`src/rtl/ifu_pkg.sv`:
```
// Shared definitions for the instruction fetch unit: FSM encoding, default
// reset vector, MIPS field positions and the branch offset helper.
package ifu_pkg;

    typedef logic [0:0] state_t;

    localparam state_t FETCH = 1'b0;
    localparam state_t EXEC  = 1'b1;

    localparam logic [31:0] DEFAULT_RESET_PC = 32'h0000_3000;

    localparam int OP_HI     = 31;
    localparam int OP_LO     = 26;
    localparam int RS_HI     = 25;
    localparam int RS_LO     = 21;
    localparam int RT_HI     = 20;
    localparam int RT_LO     = 16;
    localparam int RD_HI     = 15;
    localparam int RD_LO     = 11;
    localparam int FUNCT_HI  = 5;
    localparam int FUNCT_LO  = 0;
    localparam int IMM_HI    = 15;
    localparam int IMM_LO    = 0;
    localparam int TARGET_HI = 25;
    localparam int TARGET_LO = 0;

    // Word offset of a conditional branch, sign-extended to a byte offset.
    function automatic logic [31:0] branch_offset(input logic [15:0] imm);
        return {{14{imm[15]}}, imm, 2'b00};
    endfunction

endpackage

```
`src/rtl/ifu_npc.sv`:
```
// Combinational next-PC unit: sequential, branch and J-format jump targets.
module npc
    import ifu_pkg::*;
(
    input  logic [31:0] pc,
    input  logic [31:0] instr,
    input  logic        Branch,
    input  logic        Zero,
    input  logic        Jump,
    output logic [31:0] next_pc,
    output logic [31:0] link_pc
);

    logic unused_op;

    assign unused_op = ^instr[OP_HI:OP_LO];
    assign link_pc   = pc + 32'd4;

    // Jump is active-low and outranks a taken branch.
    always_comb begin
        next_pc = link_pc;
        if (!Jump)
            next_pc = {link_pc[31:28], instr[TARGET_HI:TARGET_LO], 2'b00};
        else if (Branch && Zero)
            next_pc = link_pc + branch_offset(instr[IMM_HI:IMM_LO]);
    end

endmodule

```
`src/rtl/ifu.sv`:
```
// Instruction fetch unit: owns the PC, fetches over a req/ready handshake and
// holds the instruction for one execute window (two states: FETCH, EXEC).
module ifu
    import ifu_pkg::*;
#(
    parameter logic [31:0] RESET_PC = DEFAULT_RESET_PC
) (
    input  logic        clk,
    input  logic        reset,
    output logic        imem_req,
    output logic [31:0] imem_addr,
    input  logic        imem_ready,
    input  logic [31:0] imem_rdata,
    input  logic        exec_hold,
    input  logic        Branch,
    input  logic        Zero,
    input  logic        Jump,
    output logic [31:0] pc,
    output logic [31:0] link_pc,
    output logic [31:0] instr,
    output logic [5:0]  op,
    output logic [4:0]  rs,
    output logic [4:0]  rt,
    output logic [4:0]  rd,
    output logic [5:0]  funct,
    output logic [15:0] imm16,
    output logic        instr_valid,
    output logic        commit
);

    state_t      state;
    logic [31:0] next_pc;

    npc u_npc (
        .pc      (pc),
        .instr   (instr),
        .Branch  (Branch),
        .Zero    (Zero),
        .Jump    (Jump),
        .next_pc (next_pc),
        .link_pc (link_pc)
    );

    always_ff @(posedge clk or negedge reset) begin
        if (!reset) begin
            state <= FETCH;
            pc    <= RESET_PC;
            instr <= '0;
        end else if (state == FETCH) begin
            if (imem_ready) begin
                instr <= imem_rdata;
                state <= EXEC;
            end
        end else begin
            if (!exec_hold) begin
                pc    <= next_pc;
                state <= FETCH;
            end
        end
    end

    // Gating with reset keeps the request low while reset is held, even
    // though the state register already sits in FETCH.
    assign imem_req    = (state == FETCH) && reset;
    assign imem_addr   = pc;
    assign instr_valid = (state == EXEC);
    assign commit      = instr_valid && !exec_hold;

    assign op    = instr[OP_HI:OP_LO];
    assign rs    = instr[RS_HI:RS_LO];
    assign rt    = instr[RT_HI:RT_LO];
    assign rd    = instr[RD_HI:RD_LO];
    assign funct = instr[FUNCT_HI:FUNCT_LO];
    assign imm16 = instr[IMM_HI:IMM_LO];

endmodule

```
`config.mk`:
```
export PLATFORM = sky130hd
export DESIGN_NAME = ifu
export DESIGN_NICKNAME = d
export VERILOG_FILES = /design/src/rtl/ifu_pkg.sv /design/src/rtl/ifu_npc.sv /design/src/rtl/ifu.sv
export SDC_FILE = /design/constraint.sdc
export NUM_CORES = 1
export LEC_CHECK = 0
export ABC_AREA = 0
export CORE_UTILIZATION = 40
export DETAILED_ROUTE_END_ITERATION = 8
export PLACE_DENSITY = 0.76
export SLEW_MARGIN = 10
export SYNTH_ARGS = -nofsm -noshare
export SYNTH_HDL_FRONTEND = slang
export SYNTH_SLANG_ARGS = --single-unit
```
`constraint.sdc`:
```
create_clock -name clk -period 8.75 [get_ports clk]
set_clock_uncertainty 0.15 [all_clocks]
set_input_delay 1.3125 -clock clk [delete_from_list [all_inputs] [get_ports clk]]
set_output_delay 1.3125 -clock clk [all_outputs]
set_load 0.01 [all_outputs]
```
# Yosys cells after proc, flatten, opt, wreduce, memory -nomap -nowiden
# Cells that the tools add are included.
# word_totals
out_inout_bits	174
wordCells	18
inputBits	39
reg_bits	65
# classes
add_sub_neg	2
mux	5
n_reduce_logical	6
n_bitwise	2
# ops
op	n
2-to-1 mux 32 bit	2
adder 32 x 3 -> 32 bit, second input constant	1
adder 32 bit	1
AND reduction 2 bit	2
logical AND 1 bit	3
2-to-1 mux 1 bit	3
NOT 1 bit	2
logical NOT 1 bit	1

# Longest topological paths before layout
# Gate-level depths: netlist of run 1.
# logic_depth
ltp_word	4
ltp_mapped	16
mapped_depth_nobuf	15

# Modules after synthesis
# Synthesis of run 1 repeated with hierarchy kept, for this count alone.
# unflattened
cells_unflattened	664
area_unflattened_um2	6178.4
# modules_own_cells
module	seq_area_each_um2	cells_each	area_per_inst_um2	instances
ifu	1629.1	216	3284.4	1
npc	0.0	448	2894.0	1

# Worst setup path before layout of run 1
# OpenSTA, ideal clock, no wires.
# synth_path
path_kind	reg-to-reg
startpoint	register pc[12] (netlist: imem_addr[12])
endpoint	register pc[28] (netlist: imem_addr[28])
synth_period_minus_slack_ns	3.647
path_buffers	0
path_slack_ns	5.103
t_required_ns	8.476
stages_incl_launch_ff	15
setup_ns	0.124
t_arrival_ns	3.373
cell_sequence	dfstp_2 nand4_2 nor4_4 nand4_1 xnor2_1 ha_1 a21oi_1 o21bai_1 a21oi_1 nor2_1 a2111oi_0 o21ai_0 a31oi_1 nor4_1 a211o_1
# synth_via
elab_chain_cells	4
# synth_lines
item	line_no	source
start: declaration	ifu.sv:18	output logic [31:0] pc,
start signal: assignment	ifu.sv:56	pc <= next_pc;
adder 32 x 3 -> 32 bit	ifu_npc.sv:17	assign link_pc = pc + 32'd4;
net link_pc[21]	ifu.sv:19	output logic [31:0] link_pc,
adder 32 bit	ifu_npc.sv:25	next_pc = link_pc + branch_offset(instr[IMM_HI:IMM_LO]);
2-to-1 mux 32 bit	ifu_npc.sv:24	else if (Branch && Zero)
2-to-1 mux 32 bit	ifu_npc.sv:22	if (!Jump)
# The timed path passes the listed nets, and every way through them passes these cells.
# A chain may end at the register's enable or synchronous reset.

# Worst setup path in the final report of run 1
# layout_path
startpoint	input exec_hold
endpoint	output commit
# layout_via
elab_chain_cells	2
# layout_lines
item	line_no	source
start: declaration	ifu.sv:14	input logic exec_hold,
logical NOT 1 bit	ifu.sv:67	assign commit = instr_valid && !exec_hold;
logical AND 1 bit	ifu.sv:67	
end: declaration	ifu.sv:28	output logic commit
# No other way between the ends.

==> results of run 1 <==
registers in the layout (all words and copies together), names as in the netlist:
register	flops
instr	32
imem_addr	30
instr_valid	1
worst paths after layout:
| check | start | to | depth (start not counted) |
|---|---|---|---|
| min in group asynchronous | reset | imem_addr[30] | 2 |
| hold reg to reg | imem_addr[12] | imem_addr[12] | 2 |
| hold / removal | imem_addr[12] | imem_addr[12] | 2 |
| max in group asynchronous | reset | instr[5] | 2 |
| setup / recovery | exec_hold | commit | 5 |
| setup reg to reg | imem_addr[2] | imem_addr[30] | 13 |
layer usage:
metal  share of wire, %  up-vias  global-route usage (%)
met5                  0        -                       0
met4                1.2        0                   7.870
met3                5.9       14                   2.949
met2                 48      205                   36.04
met1                 45     2510                   29.91
li1                   -     2552                       -
layout make-up:
type                            count  area, um2  share of cell area [%]
Clock buffer                       13      260.3                   3.391
Multi-Input combinational cell    494       3420                   44.56
Clock inverter                      3      65.06                  0.8479
Timing Repair Buffer              210       2087                   27.20
Inverter                           10      37.54                  0.4892
Tap cell                          180      225.2                   2.935
Sequential cell                    63       1579                   20.58
power by group:
| group | leakage [nW] | switching, mW | internal [mW] | total, mW |
|---|---|---|---|---|
| Clock | 0.160 | 0.128 | 0.265 | 0.392 |
| Combinational | 2.26 | 0.831 | 0.846 | 1.68 |
| Sequential | 0.744 | 0.174 | 0.382 | 0.556 |
| Total | 3.16 | 1.13 | 1.49 | 2.63 |
cells by family (layout without fill, tap and decap cells):
logic type | count (synthesis) | count (layout) | synth area share, %
compound gates | 168 | 168 | 18.04
xor+xnor | 51 | 51 | 8.135
fa+ha+maj | 37 | 37 | 8.222
buf+inv | 121 | 236 | 13.14
flops | 63 | 63 | 27.60
mux | 35 | 35 | 6.823
other cells | 1 | 6 | 0.06554
simple gates | 197 | 197 | 17.98
worst register-to-register path: stages (launching register included):
cell	delay [ns]
dfrtp_1	0.46
ha_1	0.31
nand3_1	0.13
xnor2_1	0.31
ha_1	0.36
a21oi_1	0.28
o22ai_1	0.17
o31ai_1	0.56
a21oi_1	0.25
a21oi_1	0.27
o21ai_0	0.21
a31oi_1	0.24
xor2_1	0.19
a31oi_1	0.10
through the flow:
| step | util, % | cell area [um2] | worst slack (ns) | power (mW) |
|---|---|---|---|---|
| final | 55.07 | 7674 | 3.863 | 2.625 |
| after global routing | 55.07 | 7674 | 3.771 | 2.811 |
| after CTS | 55.07 | 7674 | 3.880 | 2.628 |
| after detailed placement | 52.73 | 7348 | 3.878 | 2.210 |
| after global placement | 52.73 | 7348 | 3.912 | 2.199 |
| after floorplan | - | 5741 | 5.103 | 1.602 |
cell usage in the layout (no fill, tap or decap), types with 8 or more instances in the layout:
cell	instances
o211ai_1	13
o21ai_0	54
inv_1	10
clkbuf_16	9
clkdlybuf4s50_1	205
a21o_1	13
ha_1	36
xnor2_1	29
nand2_1	78
a31oi_1	11
and3_1	8
dfrtp_1	61
nor2_1	35
nand3_1	20
a21oi_1	38
xor2_1	21
mux2_2	32
nor2b_1	8
==> summary.md, run 1 <==
| Metric | Value |
|---|---|
| Status | `finished, final reports clean` |
| 1st-pass router iterations | `5` |
| Vias in the first global route | `approximately 4900` |
| DP HPWL | `about 12000 um` |
| Cell with the most instances after synthesis | `buf_4` |
| Post-route insts no fill | `between 900 and 1000` |
| Avg Vias per Cell | `5.428` |
| Crit-path leading delay family | `buffers and inverters` |
| Period utilization | `55.85%` |
| WHS | `0.3803 ns` |
| CP max FO | `between 50 and 60` |
| Pwr Density | `between 300 and 400 nW/um2` |
| Largest net degree at the start of global routing | `between 60 and 70` |
| Synth cell count leaders | `79 x buf_4, 78 x nand2_1, 61 x dfrtp_1, 54 x o21ai_0, 38 x a21oi_1` |
| DRC Markers | `0` |
| Post-layout min period | `just under 5 ns` |
| CTS tree | `built` |
| Peak supply drop | `approximately 200 uV` |
| Hold-fix buffers at CTS | `0` |
| Post-synth EDFFs | `0` |
| Mapped Avg Cell Area | `roughly 8.5 um2` |
| Worst skew pair latency | `between 0.3 and 0.4 ns` |
| Initial antenna violation count | `0` |
| R2R setup slack | `roughly 4.6 ns` |
| Final hold violations | `0` |
| CORE AREA | `around 14000 um2` |
| DRT iter0 DRCs | `397` |
| Synth top area share | `26.68%` |
| YS warnings | `0` |
| Seq/Total Area, Yosys | `between 20% and 30%` |
| Grt ovf | `0` |
| RSZ-0062 raised after global routing | `false` |
| Clock Tree Buf Depth | `2` |
| Post CTS Setup Buffer Count | `0` |
| # diodes | `0` |
| Die Ht | `roughly 120 um` |
| Required @ worst endpoint | `roughly 7.3 ns` |
| Dpl cells | `about 960` |
| Post-DRT Antenna Nets | `0` |
| Setup crit end kind | `primary output` |
| Static leakage | `~3.2 nW` |
| Predominant post-synthesis flop cell | `dfrtp_1` |
| Mapped cell area | `5722 um2` |
| Crit path cell chain | `clkdlybuf4s50_1, nand2b_2, buf_4, inv_1, clkdlybuf4s50_1` |
| Gpl congestion | `between 0.8 and 0.9` |
| Synth area leaders | `dfrtp_1 27%, buf_4 10%, ha_1 7.9%` |
| Clock-pin slew on the worst setup and hold paths | `approximately 0.05 ns` |
| Initial Utilization | `41.06%` |
| Worst-Margin Slew | `about 1 ns` |
| Max-slew headroom | `between 30% and 40%` |
| CP max-delay cell | `clkdlybuf4s50_1` |
| Max_cap viols | `0` |
| Syn Inst Count | `673` |
| H-Tree Depth | `3` |
| Area leader, netlist | `dfrtp_1` |
| Crit path buf inv count | `4` |
| Overall Global Routing Usage | `roughly 22%` |
| Die area | `~15000 um2` |
| Fraction of final layout cells sized beyond drive strength 1 | `about 8.6%` |
| Area grow syn2layout | `34.11%` |
| Worst path most repeated cell | `clkdlybuf4s50_1` |
| Setup TNS | `0 ns` |
| Worst min path class | `flop to flop` |
| CTS root buffer | `clkbuf_16` |
| Num CTS Buffers | `9` |
| Port Buffer Count | `between 200 and 250` |
| Post-synthesis cell type count | `60` |
| Pins Over Slew Limit | `0` |
| Detailed Route WL | `between 15000 and 20000 um` |
| Number of fill cells in the layout | `1234` |
| Final setup fails | `0` |
| Std cell rows | `43` |
| Die W | `between 100 and 150 um` |
| Fraction of registers with async set/reset | `100.0%` |
| Crit Path Class | `input port to primary output` |
| Via count | `between 5000 and 6000` |
| # IOs | `approximately 210` |
| Worst path arrival time | `approximately 3.4 ns` |
| # nets final | `around 860` |
| Max Clk Rate | `204.6 MHz` |
| Crit-path max cell delay | `~0.59 ns` |
| Global-route wire length before repair | `approximately 25000 um` |
| CTS Sinks | `63` |
| # resized after CTS | `0` |
| Crit start category | `input port` |
| Synthesis-stage register bit count | `63` |
| WL per Instance | `about 17 um` |
(Power assumes the default switching activity.)
==> run 2: changes to the inputs <==
==> constraint.sdc (replaced) <==
create_clock -name clk -period 4.9 [get_ports clk]
set_clock_uncertainty 0.15 [all_clocks]
set_input_delay 0.735 -clock clk [delete_from_list [all_inputs] [get_ports clk]]
set_output_delay 0.735 -clock clk [all_outputs]
set_load 0.01 [all_outputs]
==> summary.md, run 2 (same netlist as run 1, synthesis figures left out) <==
| Metric | Value |
|---|---|
| Initial Utilization | `41.06% (unchanged)` |
| Status | `finished, final reports clean` |
| Critical Path Sink | `link_pc[30]` |
| # resized after CTS | `0 (unchanged)` |
| Vias in the first global route | `5028 (+3.0%)` |
| R2r worst-path depth | `13 (unchanged)` |
| CORE AREA | `13930 um2 (unchanged)` |
| Detailed Route WL | `17190 um (+5.4%)` |
| Crit start category | `flop` |
| Period utilization | `between 80% and 90%` |
| CTS tree | `built` |
| Crit Path Class | `flop to primary output` |
| Area grow syn2layout | `34.09% (about the same)` |
| CTS Sinks | `63 (unchanged)` |
| Multi-input gate area | `3420 um2 (unchanged)` |
| Seq. cell area | `1579 um2 (unchanged)` |
| Port Buffer Count | `206 (unchanged)` |
| Pwr Density | `607.9 nW/um2 (+78%)` |
| Pins Over Slew Limit | `0 (unchanged)` |
| Final setup fails | `0 (unchanged)` |
| Num CTS Buffers | `9 (unchanged)` |
| Grt ovf | `0 (unchanged)` |
| # diodes | `0 (unchanged)` |
| HP Start | `imem_addr[12]` |
| Initial antenna violation count | `0 (unchanged)` |
| # IOs | `213 (unchanged)` |
| P_sw | `2.047 mW (+81%)` |
| R2R setup slack | `0.72 ns (-3.89 ns)` |
| Worst path arrival time | `3.30 ns (-0.12 ns)` |
| Std cell rows | `43 (unchanged)` |
| Number of fill cells in the layout | `1230 (-0.32%)` |
| DP HPWL | `12780 um (+6.7%)` |
| Max-slew headroom | `34.08% (+2.5 points)` |
| Post-route insts no fill | `975 (+0.21%)` |
| Hold-fix buffers at CTS | `0 (unchanged)` |
| Required @ worst endpoint | `4.01 ns (-3.28 ns)` |
| Clock power frac | `14.6% (-0.3 points)` |
| CP max FO | `7 (-87%)` |
| Fraction of final layout cells sized beyond drive strength 1 | `9.057% (+0.48 points)` |
| Die W | `121.6 um (unchanged)` |
| DRT iter0 DRCs | `343 (-14%)` |
| Peak supply drop | `315.3 uV (+58%)` |
| Clock Tree Buf Depth | `2 (unchanged)` |
| Clock-pin slew on the worst setup and hold paths | `0.06 ns (about the same)` |
| Sequential share of power | `21.0% (-0.2 points)` |
| Die area | `14790 um2 (unchanged)` |
| Global-route wire length before repair | `27300 um (+7.3%)` |
| Commonest non-fill, non-tap cell in the layout | `clkdlybuf4s50_1` |
| Post-layout min period | `4.184 ns` |
| Via count | `5333 (+0.98%)` |
| Final hold violations | `0 (unchanged)` |
| Combinational Power Share | `64.4% (+0.5 points)` |
| Post CTS Setup Buffer Count | `0 (unchanged)` |
| Most frequent cells in the layout | `205 x clkdlybuf4s50_1, 78 x nand2_1, 61 x dfrtp_1` |
| Setup crit end kind | `primary output` |
| Max_cap viols | `0 (unchanged)` |
| Static leakage | `3.163 nW (about the same)` |
| Reg-to-Reg End | `imem_addr[27]` |
| DRC Markers | `0 (unchanged)` |
| Worst min path class | `flop to flop` |
| Dpl cells | `959 (+0.21%)` |
| WL per Instance | `17.63 um (+5.2%)` |
| 1st-pass router iterations | `5 (unchanged)` |
| Worst skew pair latency | `0.35 ns (+0.02 ns)` |
| Largest net degree at the start of global routing | `64 (-1.5%)` |
| Net Sw Frac | `43.88% (+0.72 points)` |
| Die Ht | `121.6 um (unchanged)` |
| Cell Int Power | `2.617 mW (+75%)` |
| Placed Instance Area | `7363 um2 (+0.20%)` |
| Max Clk Rate | `239.0 MHz` |
| Max reg flops | `32 (unchanged)` |
| Setup TNS | `0 ns (unchanged)` |
| Post-DRT Antenna Nets | `0 (unchanged)` |
| Final Cell Area | `7672 um2 (about the same)` |
| RSZ-0062 raised after global routing | `false` |
| Gpl congestion | `0.8590 (+0.77%)` |
| CTS root buffer | `clkbuf_16` |
| H-Tree Depth | `3 (unchanged)` |
| Overall Global Routing Usage | `23.88% (+1.8 points)` |
| Avg Vias per Cell | `5.470 (+0.78%)` |
| # nets final | `866 (+0.23%)` |
| Worst-Margin Slew | `0.9867 ns (-0.03938 ns)` |
| Top reg by flops | `instr` |
| Setup crit start | `imem_addr[2]` |
| Reg-to-Reg Start | `imem_addr[2]` |
[run 2: cell count changes in the layout (fill, tap and decap cells not counted), sizes merged]
cell | previous run | this run
clkbuf | 13 | 11
clkinvlp | 0 | 1
buf | 5 | 7
bufinv | 2 | 1
clkinv | 1 | 3
[run 2: metrics by stage]
stage / hold WS (ns) / worst slack [ns] / power [mW] / util [%]
3_5_place_dp: 0.3653 / 0.7670 / 3.959 / 52.84
6_report: 0.3722 / 0.7165 / 4.664 / 55.06
3_3_place_gp: 0.3530 / 0.8433 / 3.945 / 52.84
4_1_cts: 0.3734 / 0.7242 / 4.668 / 55.06
2_1_floorplan: 0.2894 / 1.253 / 2.860 / -
5_1_grt: 0.3902 / 0.3588 / 4.998 / 55.06
[run 2: power by group through the flow]
stage	Combinational (mW)	Clock [mW]	Sequential, mW
CTS	3.00	0.691	0.980
finish	3.00	0.681	0.981
detailed placement	2.97	0	0.987
floorplan	1.87	0	0.986
global placement	2.97	0	0.977
global route	3.27	0.710	1.02
[run 2: layout make-up]
class,count,share of cell area (%)
Timing Repair Buffer,212,27.40
Multi-Input combinational cell,494,44.57
Tap cell,180,2.935
Inverter,10,0.4892
Clock buffer,11,3.294
Clock inverter,5,0.7339
Sequential cell,63,20.58
[run 2: worst max-delay path: stages, from the launching register on]
cell and delay [ns]:
dfrtp_1 0.46, ha_1 0.31, nand2_1 0.18, nor4_4 0.50
and4_1 0.33, nand2b_1 0.16, nor2_1 0.23, xor2_1 0.22
clkdlybuf4s50_1 0.57
[run 2: worst min path at each step]
stage | to | slack (ns) | cells past startpoint
final | imem_addr[12] | 0.37 | 2
after global routing | imem_addr[12] | 0.39 | 2
after CTS | imem_addr[12] | 0.37 | 2
after detailed placement | imem_addr[12] | 0.37 | 2
after global placement | imem_addr[12] | 0.35 | 2
after floorplan | imem_addr[10] | 0.29 | 0
[run 2: layer usage]
layer	vias up	track usage (%)	wire, um
met5	-	0	0
met4	0	6.636	208
met3	13	5.618	1399
met2	228	38.14	7990
met1	2540	32.14	7593
li1	2552	-	-
==> run 3: changes to the inputs <==
--- a/config.mk
+++ b/config.mk
@@ -8,7 +8,8 @@
 export ABC_AREA = 0
 export CORE_UTILIZATION = 40
 export DETAILED_ROUTE_END_ITERATION = 8
-export PLACE_DENSITY = 0.76
+export DONT_BUFFER_PORTS = 1
+export PLACE_DENSITY = 0.57
 export SLEW_MARGIN = 10
 export SYNTH_ARGS = -nofsm -noshare
 export SYNTH_HDL_FRONTEND = slang
==> summary.md, run 3 (same netlist as run 1, synthesis figures left out) <==
| Metric | Value |
|---|---|
| Status | `finished, final reports clean` |
| Metal3 WL | `1061 um (-24%)` |
| Setup crit start | `imem_addr[2]` |
| DRT iter0 DRCs | `253 (-26%)` |
| Initial antenna violation count | `0 (unchanged)` |
| Pins Over Slew Limit | `0 (unchanged)` |
| Die area | `14790 um2 (unchanged)` |
| 1st-pass router iterations | `5 (unchanged)` |
| Detailed Route WL | `16010 um (-6.9%)` |
| Avg Vias per Cell | `5.808 (+6.2%)` |
| Gpl congestion | `0.8537 (-0.62%)` |
| Pwr Density | `672.8 nW/um2 (+11%)` |
| Static leakage | `2.416 nW (-24%)` |
| Max-slew headroom | `39.46% (+5.4 points)` |
| Largest net degree at the start of global routing | `62 (-3.1%)` |
| M1 wire length | `7352 um (-3.2%)` |
| Reg-to-Reg End | `imem_addr[27]` |
| Commonest non-fill, non-tap cell in the layout | `nand2_1` |
| Required @ worst endpoint | `5.00 ns (+0.99 ns)` |
| Die W | `121.6 um (unchanged)` |
| Max Clk Rate | `236.4 MHz (-1.1%)` |
| Max_cap viols | `0 (unchanged)` |
| CORE AREA | `13930 um2 (unchanged)` |
| CP max-delay cell | `dfrtp_1` |
| Max reg flops | `32 (unchanged)` |
| Crit Path Class | `flop to flop` |
| Worst min path class | `input port to asynchronous set/reset pin` |
| R2R setup slack | `0.67 ns (-0.05 ns)` |
| DP HPWL | `11580 um (-9.4%)` |
| Fraction of final layout cells sized beyond drive strength 1 | `13.21% (+4.2 points)` |
| Post CTS Setup Buffer Count | `0 (unchanged)` |
| R2r worst-path depth | `15 (+2)` |
| Reg-to-Reg Start | `imem_addr[2]` |
| Clock-pin slew on the worst setup and hold paths | `0.06 ns (about the same)` |
| Met2 wire length | `7339 um (-8.1%)` |
| Grt ovf | `0 (unchanged)` |
| # diodes | `0 (unchanged)` |
| Vias in the first global route | `4407 (-12%)` |
| Fin util | `40.91% (-14 points)` |
| H-Tree Depth | `3 (unchanged)` |
| Via count | `4519 (-15%)` |
| Peak supply drop | `303.0 uV (-3.9%)` |
| CP max FO | `7 (unchanged)` |
| Num CTS Buffers | `9 (unchanged)` |
| Clock Tree Buf Depth | `2 (unchanged)` |
| Top routing layer in use | `met4` |
| Crit start category | `flop` |
| # IOs | `213 (unchanged)` |
| Period utilization | `86.34% (+0.96 points)` |
| Std cell rows | `43 (unchanged)` |
| # nets final | `670 (-23%)` |
| Number of fill cells in the layout | `1353 (+10%)` |
| Crit-path max cell delay | `0.55 ns (-0.02 ns)` |
| Worst-Margin Slew | `0.9062 ns (-0.08048 ns)` |
| Initial Utilization | `41.06% (unchanged)` |
| CTS tree | `built` |
| WL per Instance | `20.58 um (+17%)` |
| Worst skew pair latency | `0.35 ns (about the same)` |
| Top reg by flops | `instr` |
| Final setup fails | `0 (unchanged)` |
| CTS root buffer | `clkbuf_16` |
| Crit path cell chain | `ha_1, nand2_1, nor2_1, nand2_1, xnor2_1, ha_1, and2_1, and4_1, o21ai_0, a21oi_1, nor3_1, o21ai_0, nand4_1, o41ai_1, o31ai_1` |
| Overall Global Routing Usage | `22.20% (-1.7 points)` |
| Worst path arrival time | `4.33 ns (+1.03 ns)` |
| Setup TNS | `0 ns (unchanged)` |
| Area grow syn2layout | `-0.3717%` |
| RSZ-0062 raised after global routing | `false` |
| Die Ht | `121.6 um (unchanged)` |
| Setup crit end kind | `flop` |
| DRC Markers | `0 (unchanged)` |
| Post-layout min period | `4.231 ns (+0.04718 ns)` |
| Port Buffer Count | `0 (-100%)` |
| Most frequent cells in the layout | `78 x nand2_1, 61 x dfrtp_1, 54 x o21ai_0` |
| Final hold violations | `0 (unchanged)` |
| Post-DRT Antenna Nets | `0 (unchanged)` |
| CTS Sinks | `63 (unchanged)` |
| Global-route wire length before repair | `24720 um (-9.5%)` |
[run 3: worst max path at each step]
stage          slack (ns)             to
6_report             0.67  imem_addr[27]
5_1_grt              0.24  imem_addr[27]
4_1_cts              0.63  imem_addr[27]
3_5_place_dp         0.68  imem_addr[29]
3_3_place_gp         0.73  imem_addr[29]
2_1_floorplan        1.25  imem_addr[28]
[run 3: timing repair]
action / in CTS / in global routing
endpoints found under the hold margin: 61 / 0
resized for setup: 0 / 0
hold buffers: 1 / 0
[run 3: through the flow]
step           cell area, um2  hold WS [ns]  power [mW]  instances  setup WS [ns]
2_1_floorplan            5741        0.2894       2.860        678          1.253
3_3_place_gp             5374        0.2910       3.128        762         0.7342
3_5_place_dp             5374        0.2908       3.149        762         0.6773
4_1_cts                  5700       0.07131       3.842        778         0.6270
5_1_grt                  5700       0.07203       4.138        778         0.2449
6_report                 5700       0.08584       3.835        778         0.6693
[run 3: report_power, final]
part | internal, mW | switching [mW] | total (mW)
clock network | 0.418 | 0.242 | 0.659
registers | 0.678 | 0.494 | 1.17
logic | 0.818 | 1.19 | 2.00
total | 1.91 | 1.92 | 3.84
[run 3: cell type report]
| cell class | instances | area [um2] | area share (%) |
|---|---|---|---|
| tap | 180 | 225.2 | 3.951 |
| clock inverter | 3 | 42.54 | 0.7463 |
| sequential | 63 | 1579 | 27.70 |
| inverter | 10 | 37.54 | 0.6585 |
| clock buffer | 12 | 256.5 | 4.500 |
| timing repair buffer | 16 | 140.1 | 2.458 |
| multi-input combinational | 494 | 3420 | 59.99 |
[run 3: metal layers]
metal / up-vias / global-route usage (%)
met5: - / 0
met4: 0 / 7.176
met3: 20 / 5.852
met2: 172 / 34.87
met1: 2176 / 29.58
li1: 2151 / -
[run 3: worst max-delay path: cells and delay by family (launching register included)]
| kind | cells | cell delay, ns |
|---|---|---|
| fa+ha+maj | 2 | 0.70 |
| xor+xnor | 1 | 0.40 |
| simple gates | 7 | 1.47 |
| flops | 1 | 0.55 |
| compound gates | 5 | 0.83 |
